--- src/rtl/console_pkg.sv ---
// console_pkg: shared types and constants for the buffered DLART console bridge.
package console_pkg;

    // Host-bound (transmit) strobe handshake states
    typedef enum logic [1:0] {
        TX_IDLE = 2'd0,
        TX_STB  = 2'd1,
        TX_WAIT = 2'd2
    } tx_state_t;

    // Host-sourced (receive) strobe handshake states
    typedef enum logic [1:0] {
        RX_IDLE = 2'd0,
        RX_STB  = 2'd1,
        RX_WAIT = 2'd2
    } rx_state_t;

    // Bit positions inside RCSR/XCSR
    localparam int CSR_DONE_BIT = 7;
    localparam int CSR_IE_BIT   = 6;

    // GP code that the bus interface decodes into con_clear
    localparam logic [7:0] GP_CONSOLE_CLR = 8'o014;

endpackage

--- src/rtl/console_sync_fifo.sv ---
// console_sync_fifo: single-clock first-word-fall-through FIFO with flush.
// Pointers carry one extra MSB so full and empty are told apart without a counter.
module console_sync_fifo #(
    parameter int WIDTH      = 8,
    parameter int DEPTH_LOG2 = 4
) (
    input  logic             clk,
    input  logic             rst,
    input  logic             push_i,
    input  logic             pop_i,
    input  logic             flush_i,
    input  logic [WIDTH-1:0] data_i,
    output logic             full_o,
    output logic             empty_o,
    output logic [WIDTH-1:0] head_o
);

    localparam int DEPTH = 1 << DEPTH_LOG2;
    localparam logic [DEPTH_LOG2:0] PTR_ONE = {{DEPTH_LOG2{1'b0}}, 1'b1};

    logic [WIDTH-1:0]    mem_q [DEPTH];
    logic [DEPTH_LOG2:0] wr_ptr_q, wr_ptr_d;
    logic [DEPTH_LOG2:0] rd_ptr_q, rd_ptr_d;
    logic                do_push, do_pop;

    assign empty_o = (wr_ptr_q == rd_ptr_q);
    assign full_o  = (wr_ptr_q[DEPTH_LOG2] != rd_ptr_q[DEPTH_LOG2]) &&
                     (wr_ptr_q[DEPTH_LOG2-1:0] == rd_ptr_q[DEPTH_LOG2-1:0]);

    // Full and empty come from registered pointers, so a pop never makes room
    // for a push in the same cycle.
    assign do_push = push_i && !full_o;
    assign do_pop  = pop_i && !empty_o;

    // Pointer next-state: flush wins over any push or pop
    always_comb begin
        // NOTE: every output gets a default first so no path leaves it unassigned (no latch).
        wr_ptr_d = wr_ptr_q;
        rd_ptr_d = rd_ptr_q;
        if (flush_i) begin
            wr_ptr_d = '0;
            rd_ptr_d = '0;
        end else begin
            if (do_push) wr_ptr_d = wr_ptr_q + PTR_ONE;
            if (do_pop)  rd_ptr_d = rd_ptr_q + PTR_ONE;
        end
    end

    // Pointer registers
    always_ff @(posedge clk) begin
        // NOTE: non-blocking assignments so every flop samples pre-edge values.
        if (rst) begin
            wr_ptr_q <= '0;
            rd_ptr_q <= '0;
        end else begin
            wr_ptr_q <= wr_ptr_d;
            rd_ptr_q <= rd_ptr_d;
        end
    end

    // Storage write
    always_ff @(posedge clk) begin
        // NOTE: storage is deliberately not reset; slots are never read before written.
        if (do_push && !flush_i) mem_q[wr_ptr_q[DEPTH_LOG2-1:0]] <= data_i;
    end

    assign head_o = mem_q[rd_ptr_q[DEPTH_LOG2-1:0]];

endmodule

--- src/rtl/console_fifo_bridge.sv ---
// console_fifo_bridge: buffers XBUF writes toward the host (rrdy/rstb) and host
// bytes (wrdy/wstb) toward RBUF, and derives the RCSR/XCSR ready bits.
// Optional feature: define CONSOLE_IRQ_EN for IE bits, rcsr_we/xcsr_we and rx_irq/tx_irq.
module console_fifo_bridge
    import console_pkg::*;
#(
    parameter int DEPTH_LOG2  = 4,
    parameter int SYNC_STAGES = 2
) (
    input  logic       clk,
    input  logic       rst,
    input  logic       con_clear,
    input  logic [7:0] cpu_wdata,
    input  logic       xbuf_we,
    input  logic       rbuf_re,
    output logic [7:0] rbuf,
    output logic [7:0] rcsr,
    output logic [7:0] xcsr,
    input  logic       rrdy,
    output logic       rstb,
    input  logic       wrdy,
    output logic       wstb,
    input  logic [7:0] ad_in,
    output logic [7:0] ad_out,
    output logic       ad_oe,
    output logic       tx_drop
`ifdef CONSOLE_IRQ_EN
    ,
    input  logic       rcsr_we,
    input  logic       xcsr_we,
    output logic       rx_irq,
    output logic       tx_irq
`endif
);

    logic [SYNC_STAGES-1:0] rrdy_sync_q, wrdy_sync_q;
    logic                   rrdy_s, wrdy_s;

    logic       tx_push, tx_pop, tx_full, tx_empty;
    logic [7:0] tx_head;
    logic       rx_push, rx_pop, rx_full, rx_empty;
    logic [7:0] rx_head;

    tx_state_t  tx_state_q, tx_state_d;
    rx_state_t  rx_state_q, rx_state_d;
    logic       rstb_q, rstb_d, wstb_q, wstb_d;
    logic [7:0] ad_out_q, ad_out_d;
    logic       tx_drop_q;
    logic       rx_ie, tx_ie;

    // Bring the asynchronous host ready lines into the clk domain
    always_ff @(posedge clk) begin
        if (rst) begin
            rrdy_sync_q <= '0;
            wrdy_sync_q <= '0;
        end else begin
            rrdy_sync_q[0] <= rrdy;
            wrdy_sync_q[0] <= wrdy;
            for (int i = 1; i < SYNC_STAGES; i++) begin
                rrdy_sync_q[i] <= rrdy_sync_q[i-1];
                wrdy_sync_q[i] <= wrdy_sync_q[i-1];
            end
        end
    end

    assign rrdy_s = rrdy_sync_q[SYNC_STAGES-1];
    assign wrdy_s = wrdy_sync_q[SYNC_STAGES-1];

    // Full is judged before any same-cycle pop, so a write to a full FIFO is lost
    assign tx_push = xbuf_we && !tx_full;
    assign rx_pop  = rbuf_re && !rx_empty;

    console_sync_fifo #(.WIDTH(8), .DEPTH_LOG2(DEPTH_LOG2)) u_tx_fifo (
        .clk     (clk),
        .rst     (rst),
        .push_i  (tx_push),
        .pop_i   (tx_pop),
        .flush_i (con_clear),
        .data_i  (cpu_wdata),
        .full_o  (tx_full),
        .empty_o (tx_empty),
        .head_o  (tx_head)
    );

    console_sync_fifo #(.WIDTH(8), .DEPTH_LOG2(DEPTH_LOG2)) u_rx_fifo (
        .clk     (clk),
        .rst     (rst),
        .push_i  (rx_push),
        .pop_i   (rx_pop),
        .flush_i (con_clear),
        .data_i  (ad_in),
        .full_o  (rx_full),
        .empty_o (rx_empty),
        .head_o  (rx_head)
    );

    // TX handshake state and host-facing output registers
    always_ff @(posedge clk) begin
        if (rst) begin
            tx_state_q <= TX_IDLE;
            rstb_q     <= 1'b0;
            ad_out_q   <= 8'h00;
        end else begin
            tx_state_q <= tx_state_d;
            rstb_q     <= rstb_d;
            ad_out_q   <= ad_out_d;
        end
    end

    // TX next state: offer head when host ready, pop once host drops rrdy
    always_comb begin
        tx_state_d = tx_state_q;
        if (con_clear) begin
            tx_state_d = TX_IDLE;
        end else begin
            case (tx_state_q)
                TX_IDLE: if (!tx_empty && rrdy_s) tx_state_d = TX_STB;
                TX_STB:  if (!rrdy_s)             tx_state_d = TX_WAIT;
                TX_WAIT: if (rrdy_s)              tx_state_d = TX_IDLE;
                default:                          tx_state_d = TX_IDLE;
            endcase
        end
    end

    // TX outputs: load ad_out/rstb on offer, clear rstb and pop on acceptance
    always_comb begin
        rstb_d   = rstb_q;
        ad_out_d = ad_out_q;
        tx_pop   = 1'b0;
        if (con_clear) begin
            rstb_d = 1'b0;
        end else begin
            case (tx_state_q)
                TX_IDLE: if (!tx_empty && rrdy_s) begin
                    rstb_d   = 1'b1;
                    ad_out_d = tx_head;
                end
                TX_STB: if (!rrdy_s) begin
                    rstb_d = 1'b0;
                    tx_pop = 1'b1;
                end
                default: ;
            endcase
        end
    end

    // RX handshake state and strobe register
    always_ff @(posedge clk) begin
        if (rst) begin
            rx_state_q <= RX_IDLE;
            wstb_q     <= 1'b0;
        end else begin
            rx_state_q <= rx_state_d;
            wstb_q     <= wstb_d;
        end
    end

    // RX next state: a full FIFO holds us in idle so the host stalls instead of losing data
    always_comb begin
        rx_state_d = rx_state_q;
        if (con_clear) begin
            rx_state_d = RX_IDLE;
        end else begin
            case (rx_state_q)
                RX_IDLE: if (wrdy_s && !rx_full) rx_state_d = RX_STB;
                RX_STB:                          rx_state_d = RX_WAIT;
                RX_WAIT: if (!wrdy_s)            rx_state_d = RX_IDLE;
                default:                         rx_state_d = RX_IDLE;
            endcase
        end
    end

    // RX outputs: one-cycle wstb, byte captured as the strobe ends
    always_comb begin
        wstb_d  = wstb_q;
        rx_push = 1'b0;
        if (con_clear) begin
            wstb_d = 1'b0;
        end else begin
            case (rx_state_q)
                RX_IDLE: if (wrdy_s && !rx_full) wstb_d = 1'b1;
                RX_STB: begin
                    wstb_d  = 1'b0;
                    rx_push = 1'b1;
                end
                default: ;
            endcase
        end
    end

    // Overflow indication, one cycle after the discarded write
    always_ff @(posedge clk) begin
        if (rst) tx_drop_q <= 1'b0;
        else     tx_drop_q <= xbuf_we && tx_full;
    end

`ifdef CONSOLE_IRQ_EN
    logic rx_ie_q, tx_ie_q, rx_irq_q, tx_irq_q;

    // IE bits survive con_clear; interrupts are registered enabled-ready conditions
    always_ff @(posedge clk) begin
        if (rst) begin
            rx_ie_q  <= 1'b0;
            tx_ie_q  <= 1'b0;
            rx_irq_q <= 1'b0;
            tx_irq_q <= 1'b0;
        end else begin
            if (rcsr_we) rx_ie_q <= cpu_wdata[CSR_IE_BIT];
            if (xcsr_we) tx_ie_q <= cpu_wdata[CSR_IE_BIT];
            rx_irq_q <= rx_ie_q && !rx_empty;
            tx_irq_q <= tx_ie_q && !tx_full;
        end
    end

    assign rx_ie  = rx_ie_q;
    assign tx_ie  = tx_ie_q;
    assign rx_irq = rx_irq_q;
    assign tx_irq = tx_irq_q;
`else
    assign rx_ie = 1'b0;
    assign tx_ie = 1'b0;
`endif

    // CPU-visible status words, straight from FIFO state
    always_comb begin
        rcsr               = 8'h00;
        xcsr               = 8'h00;
        rcsr[CSR_DONE_BIT] = !rx_empty;
        rcsr[CSR_IE_BIT]   = rx_ie;
        xcsr[CSR_DONE_BIT] = !tx_full;
        xcsr[CSR_IE_BIT]   = tx_ie;
    end

    assign rbuf    = rx_empty ? 8'h00 : rx_head;
    assign rstb    = rstb_q;
    assign ad_oe   = rstb_q;
    assign ad_out  = ad_out_q;
    assign wstb    = wstb_q;
    assign tx_drop = tx_drop_q;

endmodule

--- config.mk ---
export PLATFORM = sky130hd
export DESIGN_NAME = console_fifo_bridge
export DESIGN_NICKNAME = d
export VERILOG_FILES = /design/src/rtl/console_pkg.sv /design/src/rtl/console_sync_fifo.sv /design/src/rtl/console_fifo_bridge.sv
export SDC_FILE = /design/constraint.sdc
export NUM_CORES = 1
export LEC_CHECK = 0
export ABC_AREA = 0
export CORE_MARGIN = 4
export CORE_UTILIZATION = 56
export CTS_BUF_LIST = sky130_fd_sc_hd__clkbuf_4
export DETAILED_ROUTE_END_ITERATION = 10
export GPL_TIMING_DRIVEN = 1
export PLACE_DENSITY_LB_ADDON = 0.2
export SLEW_MARGIN = 20
export SYNTH_ARGS = -nofsm -noshare
export SYNTH_HDL_FRONTEND = slang
export SYNTH_SLANG_ARGS = --single-unit
--- constraint.sdc ---
create_clock -name clk -period 2.24 [get_ports clk]
set_input_delay 0.224 -clock clk [delete_from_list [all_inputs] [get_ports clk]]
set_output_delay 0.224 -clock clk [all_outputs]
set_load 0.01 [all_outputs]
==> impl_metrics.env <==
export IMPL_status="complete, but fails checks"
export IMPL_ant_nets=0
export IMPL_area_delta_synth_final_pct=18.9
export IMPL_timing_setup_tns_ns=-2.75
export IMPL_root_buffer="clkbuf_4"
export IMPL_synth_compound_area_share_pct=3.73
export IMPL_synth_area_um2=12100
export IMPL_critPathMaxFanout=8
export IMPL_tightest_slew_ns=0.949
export IMPL_startpoint_type="register"
export IMPL_std_cell_rows=53
export IMPL_drc=0
export IMPL_slowest_delay_ns=0.50
export IMPL_fin_nets=866
export IMPL_min_from="wrdy"
export IMPL_muxShareOfSynthArea_pct=14.3
export IMPL_cts_tree="yes"
export IMPL_synthAdderAreaFrac_pct=1.03
export IMPL_cpMostUsedCell="a211oi_1"
export IMPL_dpl_cell_count=1025
export IMPL_drv_slew=0
export IMPL_r2r_slack_ns=0.09
export IMPL_grt_total_usage_pct=20.9
export IMPL_cap_violations=0
export IMPL_worstPathCellList="buf_12, mux4_2, nor2b_1, a211oi_1, a211oi_1, buf_2"
export IMPL_synth_seq_cells=299
export IMPL_drive_gt1_share_pct=31.4
export IMPL_synth_xor_area_share_pct=1.74
export IMPL_synth_top_area_share_pct=63.5
export IMPL_rsz0062_at_grt="yes"
export IMPL_overflow=0
export IMPL_fp_dieArea_um2=24000
export IMPL_first_pass_iters=5
export IMPL_grt_max_degree=33
export IMPL_worst_setup_path_type="register to output port"
export IMPL_synthDistinctLibCells=44
export IMPL_synth_simple_gate_area_share_pct=5.59
export IMPL_numCtsBuffers=73
export IMPL_die_x_um=155
export IMPL_cts_buffer_depth=3
export IMPL_avgSynthCellArea_um2=17.8
export IMPL_rr_endpoint="u_rx_fifo.mem_q[2][0]"
export IMPL_period_minus_slack_ns=2.65
export IMPL_setup_viol=9
export IMPL_dp_hpwl_mm=15.2
export IMPL_grt_pass1_wl_mm=38.4
export IMPL_io_pin_count=59
export IMPL_clock_skew_ns=0.0484
export IMPL_clk_latency_ns=0.69
export IMPL_htreeDepth=3
export IMPL_max_freq_mhz=377
export IMPL_reg2reg_depth=9
export IMPL_synth_top_family_by_area="multiplexers"
export IMPL_critical_path_arrival_ns=2.43
export IMPL_clock_sinks=299
export IMPL_synthTopCellsByArea="edfxtp_1 (64%), dfxtp_1 (7.1%), mux4_2 (6.0%)"
export IMPL_leakage_nw=4.73
export IMPL_crit_path_top_delay_cell="mux4_2"
export IMPL_yosysTopAreaCell="edfxtp_1"
export IMPL_yosysWarnings=0
export IMPL_cts_hold_buf=0
export IMPL_drtIter0Drc=547
export IMPL_start_util_pct=57.2
export IMPL_critPathRequiredTime_ns=2.02
export IMPL_synthCells=680
export IMPL_antenna_found_initial=1
export IMPL_hold_class="input port to register"
export IMPL_hold_viol=0
export IMPL_vias=6724
export IMPL_wl_mm=24.6
export IMPL_core_region_area_um2=21200
export IMPL_viasPerCell=5.79
export IMPL_grt_pass1_vias=7042
export IMPL_violations="setup timing"
export IMPL_min_to="wrdy_sync_q[0]"
export IMPL_nFillCells=1411
export IMPL_clkSlewWorstSetupHoldPaths_ns=0.07
export IMPL_slew_headroom_pct=36.6
export IMPL_endpoint_kind="output port"
export IMPL_design_power_total_mw=10.6
export IMPL_instances_no_fill=1161
export IMPL_timing_hold_ws_ns=0.134
export IMPL_timing_rr_start="u_rx_fifo.wr_ptr_q[0]"
export IMPL_setup_ws_ns=-0.410
export IMPL_fin_crit_sh_pct=118
export IMPL_numPortBuffers=44
export IMPL_dieHeight_um=155
export IMPL_ir_drop_uv=544
export IMPL_place_congestion=0.826
export IMPL_power_density_nw_per_um2=735
export IMPL_holdPathStages=2
export IMPL_yosysSeqAreaShare_pct=70.6
export IMPL_routedWlPerCell_um=21.2
==> worst max-delay path: cells and delay by family, from the launching register on <==
family	cells	cell delay [ns]
mux	1	0.50
flops	1	0.39
buf+inv	2	0.35
simple gates	1	0.16
compound gates	2	0.36
==> Yosys cell counts <==
master       n
o21ai_1      2
edfxtp_1   256
mux4_2      32
buf_2       12
ha_1        10
a21oi_1     12
a211oi_1    33
nand3b_1     3
clkinv_1     1
o2111ai_1    1
o211ai_1     4
conb_1       1
inv_1       10
or2_2        2
buf_6        3
nor4_4       1
nor2b_1     12
buf_1        2
dfxtp_1     43
nor3b_1      2
or4_1        1
and4b_1      1
mux4_1      24
nand4_1      3
nand2_1      5
clkbuf_1    17
xor2_1      11
or3_1        4
nand3_1      4
o21a_1       1
nand2b_1    12
and2_1       1
nor4_1      12
xnor2_1     13
nor2_1      31
nor4b_1      5
o21ai_0      6
mux2i_1     20
o22ai_1      8
mux2_2      16
a21o_1       1
nor3_1      21
buf_4       20
and4_1       1
==> report_power, final <==
part	internal (mW)	switching, mW	total [mW]
logic	0.0854	0.152	0.237
clock network	2.22	2.06	4.29
registers	6.05	0.00839	6.05
total	8.35	2.22	10.6
==> cell usage in the layout (no fill, tap or decap), types with 4 or more instances in the layout <==
cell             count
a211oi_2             9
dfxtp_1             33
buf_6                8
nor4_1               8
ha_1                10
clkdlybuf4s50_1     34
nor4b_1              5
nand3_1              4
o22ai_1              8
clkinv_1            24
edfxtp_1           256
nor3_1              17
xnor2_1             12
o211ai_1             4
clkbuf_4            95
or3_1                4
mux4_2              32
buf_4               57
mux2i_1             18
inv_2                4
conb_1              14
dfxtp_2              5
inv_1                9
nor2b_1             10
nand2_1              5
dfxtp_4              5
mux2_2              16
nor2_1              30
mux4_1              24
nor4_2               4
a211oi_1            24
a21oi_1             12
nand2b_1            12
buf_12               7
buf_2                8
o21ai_0              6
xor2_1               7
==> through the flow <==
stage,utilization [%],cell area [um^2],worst slack (ns)
finish,68.0,14400,-0.410
global route,68.0,14400,-0.529
detailed placement,62.7,13300,-0.112
floorplan,-,12200,-0.237
CTS,67.5,14300,-0.433
global placement,62.7,13300,-0.0795
==> flip-flops by register name, summed over array words and instances, names as in the netlist, named ones only <==
name and count:
u_rx_fifo.mem_q 128, u_tx_fifo.mem_q 128, ad_out 8, u_rx_fifo.rd_ptr_q 5
u_rx_fifo.wr_ptr_q 5, u_tx_fifo.rd_ptr_q 5, u_tx_fifo.wr_ptr_q 5, rrdy_sync_q 2
rx_state_q 2, tx_state_q 2, wrdy_sync_q 2, ad_oe 1
tx_drop 1, wstb 1
==> layout make-up <==
type	count	area, um^2	share of cell area, %
inverter	11	41.3	0.287
clock inverter	32	180	1.25
timing repair buffer	118	1100	7.68
antenna	1	2.50	0.0174
multi-input combinational	330	3430	23.9
sequential	299	8570	59.6
clock buffer	95	713	4.95
tap	275	344	2.39
==> layer usage <==
layer  vias up  GRT usage [%]  wire, um
li1       3056              -         -
met1      3378           29.3     10500
met2       259           32.9     12100
met3        31           4.90      1660
met4         0           7.06       329
met5         -              0         0
==> cells by family (layout without fill, tap and decap cells) <==
group	after synthesis	count (layout)
flip-flops	299	299
AND/OR/NAND/NOR	121	122
multiplexers	92	92
AO/OA/AOI/OAI	68	68
buffers and inverters	65	256
XOR/XNOR	24	24
adder cells (fa/ha/maj)	10	10
other	1	15
==> worst max path at each step <==
stage	to	slack [ns]	cells after the start
final	rbuf[2]	-0.41	6
after CTS	rbuf[1]	-0.43	6
after detailed placement	rbuf[1]	-0.11	6
after global placement	rbuf[1]	-0.08	6
after global routing	rbuf[2]	-0.53	6
after floorplan	u_tx_fifo.mem_q[5][0]	-0.24	6
==> timing repair <==
action / 4_1_cts / 5_1_grt
pin swaps: 11 / 12
gates cloned: 2 / 0
gates resized for setup: 71 / 24
setup buffers: 4 / 4
setup endpoints to repair: 10 / 57
Note: power is estimated with default switching activity, not from simulation.
